## src/rtl/cpu_types_pkg.sv

```systemverilog
// Shared CPU datapath types.
//   word_t      : 32-bit architectural data word
//   regbits_t   : 5-bit register index
//   wbq_entry_t : one writeback-queue slot {sel, dat}
//   WBQ_DEPTH   : default writeback-queue depth
package cpu_types_pkg;

    typedef logic [31:0] word_t;
    typedef logic [4:0]  regbits_t;

    typedef struct packed {
        regbits_t sel;
        word_t    dat;
    } wbq_entry_t;

    localparam int unsigned WBQ_DEPTH = 4;

endpackage

```

## src/rtl/regfile_writeback_queue.sv

```systemverilog
// Register-file writeback queue. Merges load (older) and ALU (younger)
// writeback requests into a FIFO and retires one entry per cycle to the
// register file, preserving program order.
// Ports:
//   CLK, nRST              : clock, synchronous active-low reset
//   mem_valid/sel/dat      : load writeback request;  mem_ready accepts it
//   alu_valid/sel/dat      : ALU writeback request;   alu_ready accepts it
//   WEN, wsel, wdat        : registered register-file write port
//   rsel1, rsel2           : decode-stage source registers
//   stall                  : a pending or in-flight write targets rsel1/rsel2
module regfile_writeback_queue
    import cpu_types_pkg::*;
#(
    parameter int unsigned DEPTH = WBQ_DEPTH
) (
    input  logic     CLK,
    input  logic     nRST,
    input  logic     mem_valid,
    input  regbits_t mem_sel,
    input  word_t    mem_dat,
    output logic     mem_ready,
    input  logic     alu_valid,
    input  regbits_t alu_sel,
    input  word_t    alu_dat,
    output logic     alu_ready,
    output logic     WEN,
    output regbits_t wsel,
    output word_t    wdat,
    input  regbits_t rsel1,
    input  regbits_t rsel2,
    output logic     stall
);

    localparam int unsigned PTR_W = $clog2(DEPTH);
    localparam int unsigned CNT_W = PTR_W + 1;

    wbq_entry_t       fifo [DEPTH];
    logic [PTR_W-1:0] rd_ptr;
    logic [PTR_W-1:0] wr_ptr;
    logic [PTR_W-1:0] alu_slot;
    logic [CNT_W-1:0] count;
    logic [CNT_W-1:0] free;
    logic             mem_enq;
    logic             alu_enq;
    logic             deq;

    // Free space is taken from the count before this cycle's dequeue, so the
    // readies never depend on the outgoing write.
    assign free = CNT_W'(DEPTH) - count;

    always_comb begin
        mem_ready = (free >= CNT_W'(1));
        // A live load request claims a slot first; ALU then needs a second one.
        if (mem_valid && (mem_sel != '0)) begin
            alu_ready = (free >= CNT_W'(2));
        end else begin
            alu_ready = (free >= CNT_W'(1));
        end
    end

    // Writes to register 0 are accepted but dropped.
    assign mem_enq  = mem_valid && mem_ready && (mem_sel != '0);
    assign alu_enq  = alu_valid && alu_ready && (alu_sel != '0);
    assign deq      = (count != '0);
    assign alu_slot = wr_ptr + PTR_W'(mem_enq);

    always_ff @(posedge CLK) begin
        if (mem_enq) begin
            fifo[wr_ptr] <= '{sel: mem_sel, dat: mem_dat};
        end
        if (alu_enq) begin
            fifo[alu_slot] <= '{sel: alu_sel, dat: alu_dat};
        end
    end

    always_ff @(posedge CLK) begin
        if (!nRST) begin
            count  <= '0;
            rd_ptr <= '0;
            wr_ptr <= '0;
            WEN    <= 1'b0;
            wsel   <= '0;
            wdat   <= '0;
        end else begin
            wr_ptr <= wr_ptr + PTR_W'(mem_enq) + PTR_W'(alu_enq);
            count  <= count + CNT_W'(mem_enq) + CNT_W'(alu_enq) - CNT_W'(deq);
            if (deq) begin
                WEN    <= 1'b1;
                wsel   <= fifo[rd_ptr].sel;
                wdat   <= fifo[rd_ptr].dat;
                rd_ptr <= rd_ptr + PTR_W'(1);
            end else begin
                WEN <= 1'b0;
            end
        end
    end

    // Hazard window covers every queued entry plus the write on the port now.
    always_comb begin
        stall = 1'b0;
        for (int unsigned i = 0; i < DEPTH; i++) begin
            if (CNT_W'(i) < count) begin
                if ((rsel1 != '0) && (fifo[rd_ptr + PTR_W'(i)].sel == rsel1)) begin
                    stall = 1'b1;
                end
                if ((rsel2 != '0) && (fifo[rd_ptr + PTR_W'(i)].sel == rsel2)) begin
                    stall = 1'b1;
                end
            end
        end
        if (WEN && (rsel1 != '0) && (wsel == rsel1)) begin
            stall = 1'b1;
        end
        if (WEN && (rsel2 != '0) && (wsel == rsel2)) begin
            stall = 1'b1;
        end
    end

endmodule

```

## config.mk

```make
export PLATFORM = sky130hd
export DESIGN_NAME = regfile_writeback_queue
export DESIGN_NICKNAME = d
export VERILOG_FILES = /design/src/rtl/cpu_types_pkg.sv /design/src/rtl/regfile_writeback_queue.sv
export SDC_FILE = /design/constraint.sdc
export NUM_CORES = 1
export LEC_CHECK = 0
export ABC_AREA = 1
export BUFFER_PORTS_ARGS = -buffer_cell sky130_fd_sc_hd__buf_4
export CORE_MARGIN = 4
export CORE_UTILIZATION = 53
export DETAILED_ROUTE_END_ITERATION = 6
export PLACE_DENSITY = 0.77
export SYNTH_ARGS = -nofsm -noshare
export SYNTH_HDL_FRONTEND = slang
export SYNTH_SLANG_ARGS = --single-unit
```

## constraint.sdc

```tcl
create_clock -name CLK -period 4.2 [get_ports CLK]
set_clock_uncertainty 0.05 [all_clocks]
set_input_delay 0 -clock CLK [delete_from_list [all_inputs] [get_ports CLK]]
set_output_delay 0 -clock CLK [all_outputs]
set_load 0.05 [all_outputs]
```

After elaboration in Yosys (flattened, before gate mapping). Memories as Yosys holds them, arrays and structs flattened. A register that Yosys moved wholly into a read port is not among the register bits. Cells that the tools add are included.

Output and inout port bits: 41. Logic and storage cells: 76. Bits of input ports: 88. Bits in registers: 45. Memories kept: 1. RAM bits: 148.

Memory list: fifo (depth 4, bits a word 37, rd ports 4, clocked after Yosys merged registers in 1, write ports 2, RTL line regfile_writeback_queue.sv:37) `wbq_entry_t fifo [DEPTH];`.

$lt $le $gt $ge: 6. Reductions and logical operators: 22. Equal/unequal tests: 10. Muxes and demuxes: 22. $add $sub $neg: 9.

Operator list (count): == test 5 bit (10); two-way mux 1 bit (20); nonzero test 5 bit (4); logical AND 1 bit (17); adder 3 x 1 -> 3 bit (2); less-than comparator 1 x 3 -> 1 bit (first input constant) (2); less-than comparator 2 x 3 -> 1 bit (first input constant) (2); adder 2 x 1 -> 2 bit (2); adder 2 bit (second input constant) (2); two-way mux 2 bit (2); >= comparator 3 x 1 -> 1 bit (second input constant) (1); >= comparator 3 x 2 -> 1 bit (second input constant) (1); nonzero test 3 bit (1); subtractor 3 x 1 -> 3 bit (1); subtractor 3 bit (first input constant) (1); adder 2 x 1 -> 2 bit (second input constant) (1).

Depth between registers and ports, before layout. Gate-level depths: netlist of the first run.

Depth in word-level cells: 16. Mapped depth: 16.

Worst setup path after synthesis of the first run. OpenSTA, ideal clock, no wires.

Path type: reg2reg. Start: register count[0]. End: memory fifo[2][0] (netlist name) (enable). Buffers on the path: 0. Required time: 3663 ps. Stages on the path, launching flop included: 9. Arrival: 4075 ps. Period minus slack after synthesis: 4612 ps. Slack: -412 ps. Setup time: 487 ps. Cells stage by stage: dfxtp_1 -> inv_1 -> ha_1 -> ha_1 -> inv_1 -> nor2_1 -> a21oi_1 -> inv_1 -> o31ai_1.

RTL lines: start, declared (RTL line regfile_writeback_queue.sv:41) `logic [CNT_W-1:0] count;`; start signal, assigned (RTL line regfile_writeback_queue.sv:86) `count <= count + CNT_W'(mem_enq) + CNT_W'(alu_enq) - CNT_W'(deq);`; end, declared (RTL line regfile_writeback_queue.sv:37).

==> results.md, run 1 <==
- Drt via density: 5.54
- Largest net degree at the start of global routing: 75
- Relative contribution of sequential cells to total power: 0.333
- Cell at the root of the clock tree: sky130_fd_sc_hd__clkbuf_16
- Number of buffers added by the clock tree synthesis step: 17
- Gate count after technology mapping: 1366
- Area of placed instances: 12000 µm²
- Register cell area after layout: 5390 µm²
- Post-cts repair resize count: 0
- Final Setup Violations: 0
- Worst setup timing slack at the placement stage: 0.999 ns
- Congestion Overflow GR: 0
- GRT Overall Usage: 0.268
- Setup ws final: 0.434 ns
- Cell area power density: 727 nW/µm²
- Net count of the mapped netlist: 1465
- Global-route wire length before repair: 50.4 mm
- Power after layout: 9.97 mW
- Synthesized area divided by synthesized cell count: 8.06 µm²
- Switching share of power: 0.457
- Worst-Margin Slew: 0.940 ns
- Sort of element at the end of the critical path: flip-flop
- Number of distinct library cell variants in the gate-level netlist after synthesis: 32
- Footprint of the multi-input gates: 4730 µm²
- Aggregate negative setup slack: 0 ns
- Number of levels the H-tree was split into: 4
- Final WL: 31.4 mm
- Data arrival time at the worst-slack endpoint: 4.02 ns
- Reg2reg path depth: 14
- WL met1: 12.3 mm
- Highest attainable clock frequency: 0.266 GHz
- Leakage power summed over all cells: 6.28 nW
- Detailed route wirelength on metal3: 2.67 mm
- Largest fanout on the critical path: 30
- Detailed-route wire length per cell: 17.0 µm
- Antenna violations before repair: 0
- Peak supply drop: 0.415 mV
- Capture point of the critical path: fifo[3][26]
- Max-slew headroom: 0.374
- Fraction of the core area covered by cells at the end of the flow: 0.673
- Clock tree from TritonCTS: done
- Slew Viols, Final: 0
- Total half-perimeter wirelength after legalization and detailed placement: 19.3 mm
- Cell row count: 52
- Initial standard-cell utilization of the core: 0.541
- Critical setup path kind: reg2reg
- Status: completed
- Critical path launch point type: flip-flop
- Via count of the routed design: 10200
- Internal reg-to-reg setup slack: 0.43 ns
- Hold Startpoint: alu_valid
- Final Hold Violating Endpoints: 0
- Critical Path Source: count[1]
- Floorplan core area: 20400 µm²
- Combinational group share of total power: 0.502
- I/O pin count: 129
- Required time of the worst setup path: 4.45 ns
- Highest layer used for signal routing: met4
- Fin crit share: 0.897
- Antenna Violating Nets Remaining: 0
- Fraction of power consumed by the clock network: 0.165
- DRC marker count from the first detailed-route iteration: 985
- Post-synth design cell area: 11000 µm²
- Number of antenna cells inserted: 0
- Synth Warn #: 0
- Number of hold-repair buffers added at the cts stage: 112
- Clock period minus final worst setup slack: 3.77 ns
- Height of the chip: 152 µm
- RR Endpoint: fifo[3][26]
- GP Congestion: 0.947
- Sequential-to-total area share from yosys stat: 0.489
- Synthesized flop and latch total: 195
- Clock network latency to the later pin of the worst-skew pair: 0.44 ns
- Die ar.: 23200 µm²
- Power Internal: 5.42 mW
- Area growth from synthesis to layout: 24.5%
- Number of filler cells placed in the layout: 1585
- R2R Path Start: count[1]
- Hold WC Path Type: in2reg
- NetSw: 4.55 mW
- Width of the chip: 152 µm
- Final nets: 1664
- Number of I/O port buffers: 128
- Post-route standard cell area excluding fillers: 13700 µm²
- Met2 wire length: 15.5 mm
- Clock-pin slew on the worst setup and hold paths: 0.07 ns
- First drt pass iteration count: 5
- Maximum clock insertion buffer count: 2
- Post-CTS setup repair buffer count: 0
- Max-cap violation count: 0
- DRC violation count after routing: 0
- Fraction of final layout cells with drive strength greater than 1: 0.173
- Clock Sink Count: 195
- Setup repair after global routing missed its margin: no
- Number of global-route vias before repair: 9810
## cells by family after synthesis
logic type | Yosys count | share of synthesized area
and+or+nand+nor | 642 | 0.231
AOI/OAI and AO/OA | 317 | 0.176
buffers and inverters | 196 | 0.0866
DFF | 195 | 0.489
adders and majority gates | 11 | 0.0139
xor gates and xnor gates | 5 | 0.00398
## how the worst min path moves through the flow
stage | to | slack [ns] | cells past startpoint
2_1_floorplan | fifo[0][0] | 0.14 | 2
3_3_place_gp | count[1] | 0.25 | 3
3_5_place_dp | wr_ptr[0] | 0.25 | 3
4_1_cts | count[0] | 0.12 | 6
5_1_grt | count[0] | 0.17 | 6
6_report | count[0] | 0.13 | 6
## critical path, stage by stage (launching register included)
cell	delay, ns
sky130_fd_sc_hd__dfxtp_1	0.40
sky130_fd_sc_hd__inv_1	0.11
sky130_fd_sc_hd__ha_1	0.19
sky130_fd_sc_hd__ha_1	0.26
sky130_fd_sc_hd__inv_1	0.04
sky130_fd_sc_hd__nor2_1	0.11
sky130_fd_sc_hd__a21oi_1	0.11
sky130_fd_sc_hd__ha_1	0.20
sky130_fd_sc_hd__xnor2_1	0.42
sky130_fd_sc_hd__inv_1	0.16
sky130_fd_sc_hd__nand3_2	0.33
sky130_fd_sc_hd__buf_4	0.44
sky130_fd_sc_hd__nand2_1	0.14
sky130_fd_sc_hd__o21ai_2	0.08
sky130_fd_sc_hd__dlygate4sd3_1	0.55
## registers in the layout, summed over array words and instances, names as in the netlist, named ones only
signal,count
WEN,1
count,3
fifo,148
rd_ptr,2
wdat,32
wr_ptr,2
wsel,5
## power groups by stage
stage / combinational, mW / sequential, mW / clock, mW
after floorplan: 3.12 / 3.73 / 0
after global placement: 4.64 / 3.33 / 0
after detailed placement: 4.71 / 3.35 / 0
after CTS: 4.93 / 3.31 / 1.65
after global routing: 5.54 / 3.38 / 1.73
final: 5.00 / 3.32 / 1.65
## per-layer routing
metal  vias to the layer above  track usage
li1                       4934            -
met1                      4728        0.346
met2                       486        0.458
met3                        83       0.0415
met4                         0        0.101
met5                         -            0
## synth_stat cells
cell                          n  area (µm²)
sky130_fd_sc_hd__nand2_1    396        1490
sky130_fd_sc_hd__nor2_1     165         619
sky130_fd_sc_hd__edfxtp_1   148        4440
sky130_fd_sc_hd__o21ai_0    135         676
sky130_fd_sc_hd__inv_1      113         424
sky130_fd_sc_hd__o21ai_2     80         701
sky130_fd_sc_hd__nand3_1     67         335
sky130_fd_sc_hd__dfxtp_1     47         941
sky130_fd_sc_hd__o21ai_1     46         230
sky130_fd_sc_hd__o22ai_1     35         219
sky130_fd_sc_hd__clkbuf_1    34         128
sky130_fd_sc_hd__buf_6       24         270
sky130_fd_sc_hd__a21oi_1     18        90.1
sky130_fd_sc_hd__buf_2       14        70.1
sky130_fd_sc_hd__ha_1         9         113
sky130_fd_sc_hd__nand3_2      4        40.0
sky130_fd_sc_hd__nand4_1      4        25.0
sky130_fd_sc_hd__buf_4        3        22.5
sky130_fd_sc_hd__nand2_2      3        18.8
sky130_fd_sc_hd__xnor2_1      3        26.3
sky130_fd_sc_hd__clkbuf_2     2        10.0
sky130_fd_sc_hd__fa_1         2        40.0
sky130_fd_sc_hd__inv_4        2        12.5
sky130_fd_sc_hd__nor3_1       2        10.0
sky130_fd_sc_hd__o31ai_1      2        15.0
sky130_fd_sc_hd__xor2_1       2        17.5
sky130_fd_sc_hd__buf_1        1        3.75
sky130_fd_sc_hd__clkinv_1     1        3.75
sky130_fd_sc_hd__clkinv_2     1        5.00
sky130_fd_sc_hd__inv_2        1        3.75
sky130_fd_sc_hd__nor4_1       1        6.26
sky130_fd_sc_hd__o2111ai_1    1        8.76
## per-stage QoR
stage               std cells  hold slack [ns]
global route             1848            0.167
global placement         1704            0.246
CTS                      1848            0.119
detailed placement       1704            0.245
finish                   1848            0.129
floorplan                1366            0.141
## area by class of cell
cell class | count | area share
sequential | 195 | 0.393
multi-input combinational | 975 | 0.345
timing repair buffer | 258 | 0.162
clock buffer | 20 | 0.0326
tap | 270 | 0.0246
inverter | 118 | 0.0328
clock inverter | 12 | 0.0108
## cell usage in the layout, fill, tap and decap left out, types with 9 or more instances in the layout
master / Yosys / routed
sky130_fd_sc_hd__nand2_1: 396 / 396
sky130_fd_sc_hd__nor2_1: 165 / 165
sky130_fd_sc_hd__edfxtp_1: 148 / 148
sky130_fd_sc_hd__buf_4: 3 / 146
sky130_fd_sc_hd__o21ai_0: 135 / 133
sky130_fd_sc_hd__inv_1: 113 / 112
sky130_fd_sc_hd__dlygate4sd3_1: 0 / 112
sky130_fd_sc_hd__o21ai_2: 80 / 80
sky130_fd_sc_hd__nand3_1: 67 / 67
sky130_fd_sc_hd__dfxtp_1: 47 / 46
sky130_fd_sc_hd__o21ai_1: 46 / 46
sky130_fd_sc_hd__o22ai_1: 35 / 35
sky130_fd_sc_hd__a21oi_1: 18 / 18
sky130_fd_sc_hd__clkbuf_16: 0 / 17
sky130_fd_sc_hd__ha_1: 9 / 9
Note: power is estimated with default switching activity, not from simulation.
==> run 2, diff against run 1 <==
--- a/config.mk
+++ b/config.mk
@@ -11,6 +11,7 @@
 export CORE_UTILIZATION = 53
 export DETAILED_ROUTE_END_ITERATION = 6
 export PLACE_DENSITY = 0.77
+export RECOVER_POWER = 100
 export SYNTH_ARGS = -nofsm -noshare
 export SYNTH_HDL_FRONTEND = slang
 export SYNTH_SLANG_ARGS = --single-unit
==> run 2 against run 1 <==
Against the previous run: the run now ends with max-capacitance violations, max-slew violations left; sequential power about the same; cell count stayed put; first-iteration DRC count rose by 5.3%; sequential cell count unchanged.
==> results.md, run 2 (same netlist as run 1, synthesis figures left out) <==
- Largest incremental delay on the critical path: 0.60 ns (was 0.55 ns)
- Chain of cells forming the critical path: inv_1 -> ha_1 -> ha_1 -> inv_1 -> nor2_1 -> a21oi_1 -> ha_1 -> xnor2_1 -> inv_1 -> nand3_1 -> buf_4 -> o21ai_0 -> dlygate4sd3_1 (was inv_1 -> ha_1 -> ha_1 -> inv_1 -> nor2_1 -> a21oi_1 -> ha_1 -> xnor2_1 -> inv_1 -> nand3_2 -> buf_4 -> nand2_1 -> o21ai_2 -> dlygate4sd3_1)
- Hold Path Stages: 6 (unchanged)
- Largest registers in the final layout: fifo: 148 flops, wdat: 32 flops, wsel: 5 flops (unchanged)
- NetSw: 4.42 mW (was 4.55 mW)
- Number of filler cells placed in the layout: 1725 (was 1585)
- Clock period minus final worst setup slack: 3.72 ns (was 3.77 ns)
- Final Hold Violating Endpoints: 0 (unchanged)
- Final WL: 31.5 mm (was 31.4 mm)
- Power after layout: 9.62 mW (was 9.97 mW)
- Failing checks: max-capacitance violations, max-slew violations
- Highest attainable clock frequency: 0.269 GHz (was 0.266 GHz)
- First drt pass iteration count: 6 (was 5)
- Data arrival time at the worst-slack endpoint: 3.86 ns (was 4.02 ns)
- Fraction of final layout cells with drive strength greater than 1: 0.0982 (was 0.173)
- Peak supply drop: 0.411 mV (was 0.415 mV)
- Die ar.: 23200 µm² (unchanged)
- Fin crit share: 0.886 (was 0.897)
- Cell at the root of the clock tree: sky130_fd_sc_hd__clkbuf_16 (unchanged)
- Hold WC Path Type: in2reg (unchanged)
- Critical setup path kind: reg2reg (unchanged)
- Worst-case hold slack: 0.130 ns (was 0.129 ns)
- Congestion Overflow GR: 0 (unchanged)
- Floorplan core area: 20400 µm² (unchanged)
- Final nets: 1664 (unchanged)
- Largest net degree at the start of global routing: 75 (unchanged)
- DRC violation count after routing: 0 (unchanged)
- Number of antenna cells inserted: 0 (unchanged)
- Clock Sink Count: 195 (unchanged)
- Final Setup Violations: 0 (unchanged)
- Critical path launch point type: flip-flop (unchanged)
- Detailed-route wire length per cell: 17.1 µm (was 17.0 µm)
- Area growth from synthesis to layout: 20.1% (was 24.5%)
- Global-route wire length before repair: 50.4 mm (unchanged)
- Clock-pin slew on the worst setup and hold paths: 0.07 ns (about the same)
- Required time of the worst setup path: 4.33 ns (was 4.45 ns)
- Initial standard-cell utilization of the core: 0.541 (unchanged)
- Fraction of the core area covered by cells at the end of the flow: 0.650 (was 0.673)
- Power Internal: 5.20 mW (was 5.42 mW)
- Leakage power summed over all cells: 6.02 nW (was 6.28 nW)
- Largest fanout on the critical path: 40 (was 30)
- Antenna violations before repair: 0 (unchanged)
- Worst-Margin Slew: 1.92 ns (was 0.940 ns)
- Post-CTS setup repair buffer count: 0 (unchanged)
- Antenna Violating Nets Remaining: 0 (unchanged)
- GRT Overall Usage: 0.268 (unchanged)
- Status: complete, but fails checks (was completed)
- Number of levels the H-tree was split into: 4 (unchanged)
- Switching share of power: 0.460 (was 0.457)
- GP Congestion: 0.947 (unchanged)
- Relative contribution of sequential cells to total power: 0.345 (was 0.333)
- Total half-perimeter wirelength after legalization and detailed placement: 19.3 mm (unchanged)
- Max-cap violation count: 1 (was 0)
- Fraction of power consumed by the clock network: 0.171 (was 0.165)
- Height of the chip: 152 µm (unchanged)
- Clock network latency to the later pin of the worst-skew pair: 0.44 ns (about the same)
- DRC marker count from the first detailed-route iteration: 1037 (was 985)
- Aggregate negative setup slack: 0 ns (unchanged)
- Sort of element at the end of the critical path: flip-flop (unchanged)
- Reg2reg path depth: 13 (was 14)
- Combinational group share of total power: 0.484 (was 0.502)
- Largest register by flop count: fifo (unchanged)
- Number of global-route vias before repair: 9810 (unchanged)
- Most common cell after layout, fill and taps aside: sky130_fd_sc_hd__nand2_1 (unchanged)
- Maximum clock insertion buffer count: 2 (unchanged)
- Cell row count: 52 (unchanged)
- Cell area power density: 727 nW/µm² (about the same)
- Max-slew headroom: -0.280 (was 0.374)
- Most frequent cells in the layout: sky130_fd_sc_hd__nand2_1, sky130_fd_sc_hd__o21ai_0, sky130_fd_sc_hd__nor2_1, sky130_fd_sc_hd__edfxtp_1, sky130_fd_sc_hd__inv_1 (was sky130_fd_sc_hd__nand2_1, sky130_fd_sc_hd__nor2_1, sky130_fd_sc_hd__edfxtp_1, sky130_fd_sc_hd__buf_4, sky130_fd_sc_hd__o21ai_0)
- Via count of the routed design: 10300 (was 10200)
- I/O pin count: 129 (unchanged)
- Number of I/O port buffers: 128 (unchanged)
- Crit-path slowest cell: sky130_fd_sc_hd__dlygate4sd3_1 (unchanged)
- Drt via density: 5.55 (was 5.54)
- Number of buffers added by the clock tree synthesis step: 17 (unchanged)
- Number of flip-flops in the largest register: 148 (unchanged)
- Setup repair after global routing missed its margin: no (unchanged)
- Width of the chip: 152 µm (unchanged)
- Clock tree from TritonCTS: done (unchanged)
- Slew Viols, Final: 39 (was 0)
[run 2: cell type report]
type,count,area (µm²),area share
inverters,118,449,0.0339
repair buffers,258,2040,0.154
well taps,270,338,0.0255
clock inverters,12,148,0.0112
multi-input cells,975,4420,0.334
flip-flops and latches,195,5390,0.407
clock buffers,20,447,0.0338
[run 2: timing repair]
| action | 4_1_cts | 5_1_grt |
|---|---|---|
| endpoints found under the setup margin | 0 | 0 |
| hold buffers | 112 | 0 |
| resized for setup | 0 | 0 |
| endpoints found under the hold margin | 157 | 0 |
[run 2: through the flow]
stage	std cells	cell area, µm²	setup slack, ns
floorplan	1366	11000	-0.412
global placement	1704	12000	1.11
detailed placement	1704	12000	0.999
CTS	1848	13700	0.455
global route	1848	13200	0.107
finish	1848	13200	0.478
[run 2: critical path, delay by kind of cell (launching register included)]
kind                     cells  cell delay (ns)
flip-flops                   1             0.40
AND/OR/NAND/NOR              2             0.32
XOR/XNOR                     1             0.42
adder cells (fa/ha/maj)      3             0.65
buffers and inverters        5             1.32
AO/OA/AOI/OAI                2             0.28
[run 2: power by group through the flow]
stage	sequential (mW)	clock (mW)	combinational (mW)
5_1_grt	3.39	1.73	5.20
3_5_place_dp	3.35	0	4.71
3_3_place_gp	3.33	0	4.64
6_report	3.32	1.64	4.66
2_1_floorplan	3.73	0	3.12
4_1_cts	3.31	1.65	4.93
[run 2: path summary, 6_finish.rpt]
path         slack (ns)    endpoint      start
max reg2reg        0.48  fifo[2][9]   count[1]
max                0.48  fifo[2][9]   count[1]
min                0.13    count[0]  alu_valid
min reg2reg        0.52     wsel[2]    wsel[2]
[run 2: metal layers]
| layer | up-vias | GRT usage | part of all wire |
|---|---|---|---|
| li1 | 4921 | - | - |
| met1 | 4715 | 0.346 | 0.39 |
| met2 | 535 | 0.458 | 0.49 |
| met3 | 80 | 0.0415 | 0.091 |
| met4 | 0 | 0.101 | 0.028 |
| met5 | - | 0 | 0 |
==> run 3, diff against run 2 <==
--- a/config.mk
+++ b/config.mk
@@ -7,10 +7,10 @@
 export LEC_CHECK = 0
 export ABC_AREA = 1
 export BUFFER_PORTS_ARGS = -buffer_cell sky130_fd_sc_hd__buf_4
-export CORE_MARGIN = 4
+export CORE_MARGIN = 2
 export CORE_UTILIZATION = 53
 export DETAILED_ROUTE_END_ITERATION = 6
-export PLACE_DENSITY = 0.77
+export PLACE_DENSITY = 0.76
 export RECOVER_POWER = 100
 export SYNTH_ARGS = -nofsm -noshare
 export SYNTH_HDL_FRONTEND = slang
==> run 3 against run 2 <==
Against the previous run: the flow still finishes with violations (max-capacitance violations, max-slew violations); sequential cell count is the same; non-clock buffer count shrank 1; clock power grew 2%; routed wire length grew 1.0%; critical endpoint is now fifo[3][24]; largest power group unchanged.
==> results.md, run 3 (same netlist as run 1, synthesis figures left out) <==
- Global-route wire length before repair: 50.2 mm (was 50.4 mm)
- Highest attainable clock frequency: 0.269 GHz (about the same)
- RR Endpoint: fifo[3][24] (was fifo[2][9])
- Width of the chip: 148 µm (was 152 µm)
- Post-cts repair resize count: 0 (unchanged)
- Leakage power summed over all cells: 6.02 nW (about the same)
- Number of antenna cells inserted: 0 (unchanged)
- DRC violation count after routing: 0 (unchanged)
- Clock network latency to the later pin of the worst-skew pair: 0.44 ns (about the same)
- GP Congestion: 0.937 (was 0.947)
- Cell at the root of the clock tree: sky130_fd_sc_hd__clkbuf_16 (unchanged)
- Most frequent cells in the layout: sky130_fd_sc_hd__nand2_1, sky130_fd_sc_hd__o21ai_0, sky130_fd_sc_hd__nor2_1, sky130_fd_sc_hd__edfxtp_1, sky130_fd_sc_hd__inv_1 (unchanged)
- First drt pass iteration count: 6 (unchanged)
- Largest fanout on the critical path: 26 (was 40)
- Combinational group share of total power: 0.489 (was 0.484)
- Largest register by flop count: fifo (unchanged)
- Number of flip-flops in the largest register: 148 (unchanged)
- Cell area power density: 733 nW/µm² (was 727 nW/µm²)
- Setup ws final: 0.483 ns (was 0.478 ns)
- Slew Viols, Final: 130 (was 39)
- Final WL: 31.9 mm (was 31.5 mm)
- Area of placed instances: 12000 µm² (about the same)
- I/O pin count: 129 (unchanged)
- Reg2reg path depth: 15 (was 13)
- Most common cell after layout, fill and taps aside: sky130_fd_sc_hd__nand2_1 (unchanged)
- Drt via density: 5.57 (was 5.55)
- Number of global-route vias before repair: 9785 (was 9810)
- Largest net degree at the start of global routing: 75 (unchanged)
- Clock period minus final worst setup slack: 3.72 ns (about the same)
- Power Internal: 5.21 mW (was 5.20 mW)
- Number of buffers added by the clock tree synthesis step: 17 (unchanged)
- Congestion Overflow GR: 0 (unchanged)
- Relative contribution of sequential cells to total power: 0.338 (was 0.345)
- Critical path launch point type: flip-flop (unchanged)
- Switching share of power: 0.464 (was 0.460)
- Max-slew headroom: -0.223 (was -0.280)
- Largest registers in the final layout: fifo: 148 flops, wdat: 32 flops, wsel: 5 flops (unchanged)
- Failing checks: max-capacitance violations, max-slew violations (unchanged)
- Final nets: 1663 (was 1664)
- Fraction of final layout cells with drive strength greater than 1: 0.0989 (was 0.0982)
- Max-cap violation count: 5 (was 1)
- Critical Path Source: count[0] (was count[1])
- Antenna violations before repair: 0 (unchanged)
- GRT Overall Usage: 0.292 (was 0.268)
- Number of I/O port buffers: 128 (unchanged)
- Internal reg-to-reg setup slack: 0.48 ns (about the same)
- Worst setup timing slack at the placement stage: 0.699 ns (was 0.999 ns)
- Final Setup Violations: 0 (unchanged)
- Detailed-route wire length per cell: 17.2 µm (was 17.1 µm)
- Cell row count: 52 (unchanged)
- Fin crit share: 0.885 (was 0.886)
- Hold WC Path Type: in2reg (unchanged)
- Peak supply drop: 0.465 mV (was 0.411 mV)
- Critical setup path kind: reg2reg (unchanged)
- Clock tree from TritonCTS: done (unchanged)
- Status: complete, but fails checks (unchanged)
- Maximum clock insertion buffer count: 2 (unchanged)
- Area growth from synthesis to layout: 20.4% (was 20.1%)
- Via count of the routed design: 10300 (about the same)
- R2R Path Start: count[0] (was count[1])
- Antenna Violating Nets Remaining: 0 (unchanged)
- Height of the chip: 148 µm (was 152 µm)
- Data arrival time at the worst-slack endpoint: 3.86 ns (about the same)
- Final Hold Violating Endpoints: 0 (unchanged)
- Post-CTS setup repair buffer count: 0 (unchanged)
- Floorplan core area: 20300 µm² (was 20400 µm²)
- NetSw: 4.51 mW (was 4.42 mW)
- Die ar.: 22000 µm² (was 23200 µm²)
- Clock Sink Count: 195 (unchanged)
- Initial standard-cell utilization of the core: 0.543 (was 0.541)
- Sort of element at the end of the critical path: flip-flop (unchanged)
- Post-route standard cell area excluding fillers: 13300 µm² (was 13200 µm²)
- Fraction of power consumed by the clock network: 0.173 (was 0.171)
- Setup repair after global routing missed its margin: no (unchanged)
- Number of levels the H-tree was split into: 4 (unchanged)
- Capture point of the critical path: fifo[3][24] (was fifo[2][9])
- Clock-pin slew on the worst setup and hold paths: 0.07 ns (about the same)
- DRC marker count from the first detailed-route iteration: 990 (was 1037)
- Total half-perimeter wirelength after legalization and detailed placement: 19.7 mm (was 19.3 mm)
- Required time of the worst setup path: 4.35 ns (was 4.33 ns)
- Worst-Margin Slew: 1.83 ns (was 1.92 ns)
==> run 3: cell count changes in the layout (fill, tap and decap cells not counted), sizes merged <==
| cell | delta |
|---|---|
| buf | -1 |
| clkbuf | -2 |
| clkinv | -2 |
| clkinvlp | +4 |
==> run 3: area by class of cell <==
| class | instances | area [µm²] |
|---|---|---|
| multi-input combinational | 975 | 4430 |
| fill | 1788 | 7040 |
| tap | 270 | 338 |
| timing repair buffer | 257 | 2050 |
| clock inverter | 14 | 174 |
| sequential | 195 | 5390 |
| clock buffer | 18 | 429 |
| inverter | 118 | 449 |
==> run 3: worst min-delay path by stage <==
stage,depth (start not counted),endpoint,from
2_1_floorplan,2,fifo[0][0],mem_dat[0]
3_3_place_gp,3,wr_ptr[0],nRST
3_5_place_dp,3,wr_ptr[0],nRST
4_1_cts,6,count[0],alu_valid
5_1_grt,6,count[0],alu_valid
6_report,6,count[0],alu_valid
==> run 3: power by group through the flow <==
stage	logic, mW	registers (mW)	clock network (mW)
floorplan	3.12	3.73	0
CTS	5.06	3.28	1.68
global placement	4.75	3.31	0
global route	5.25	3.36	1.74
finish	4.75	3.29	1.68
detailed placement	4.82	3.33	0
==> run 3: worst max-delay path, stage by stage, from the launching register on <==
cell	delay, ns
sky130_fd_sc_hd__dfxtp_1	0.36
sky130_fd_sc_hd__inv_1	0.13
sky130_fd_sc_hd__ha_1	0.22
sky130_fd_sc_hd__ha_1	0.26
sky130_fd_sc_hd__inv_1	0.07
sky130_fd_sc_hd__nor2_1	0.05
sky130_fd_sc_hd__a21oi_1	0.22
sky130_fd_sc_hd__ha_1	0.21
sky130_fd_sc_hd__xnor2_1	0.07
sky130_fd_sc_hd__buf_4	0.16
sky130_fd_sc_hd__inv_1	0.11
sky130_fd_sc_hd__nand3_4	0.27
sky130_fd_sc_hd__clkbuf_2	0.44
sky130_fd_sc_hd__nand2_1	0.16
sky130_fd_sc_hd__o21ai_0	0.10
sky130_fd_sc_hd__dlygate4sd3_1	0.58
==> run 3: per-layer routing <==
metal	track usage	wire length (µm)	up-vias
met4	0.118	1090	0
met1	0.378	12700	4773
met3	0.0417	2420	77
li1	-	-	4930
met2	0.496	15600	517
met5	0	0	-
==> run 3: per-stage QoR <==
stage / std cells / total power, mW / utilization / setup TNS (ns) / hold slack [ns]
after global placement: 1703 / 8.06 / 0.593 / 0 / 0.247
after CTS: 1847 / 10.0 / 0.678 / 0 / 0.0904
after global routing: 1847 / 10.4 / 0.653 / 0 / 0.168
after floorplan: 1366 / 6.85 / - / -30.51 / 0.141
final: 1847 / 9.72 / 0.653 / 0 / 0.0989
after detailed placement: 1703 / 8.15 / 0.593 / 0 / 0.248
==> run 3: timing repair <==
action                                 CTS  global route
endpoints found under the hold margin  157             0
hold buffers                           112             0
setup endpoints to repair                0             0
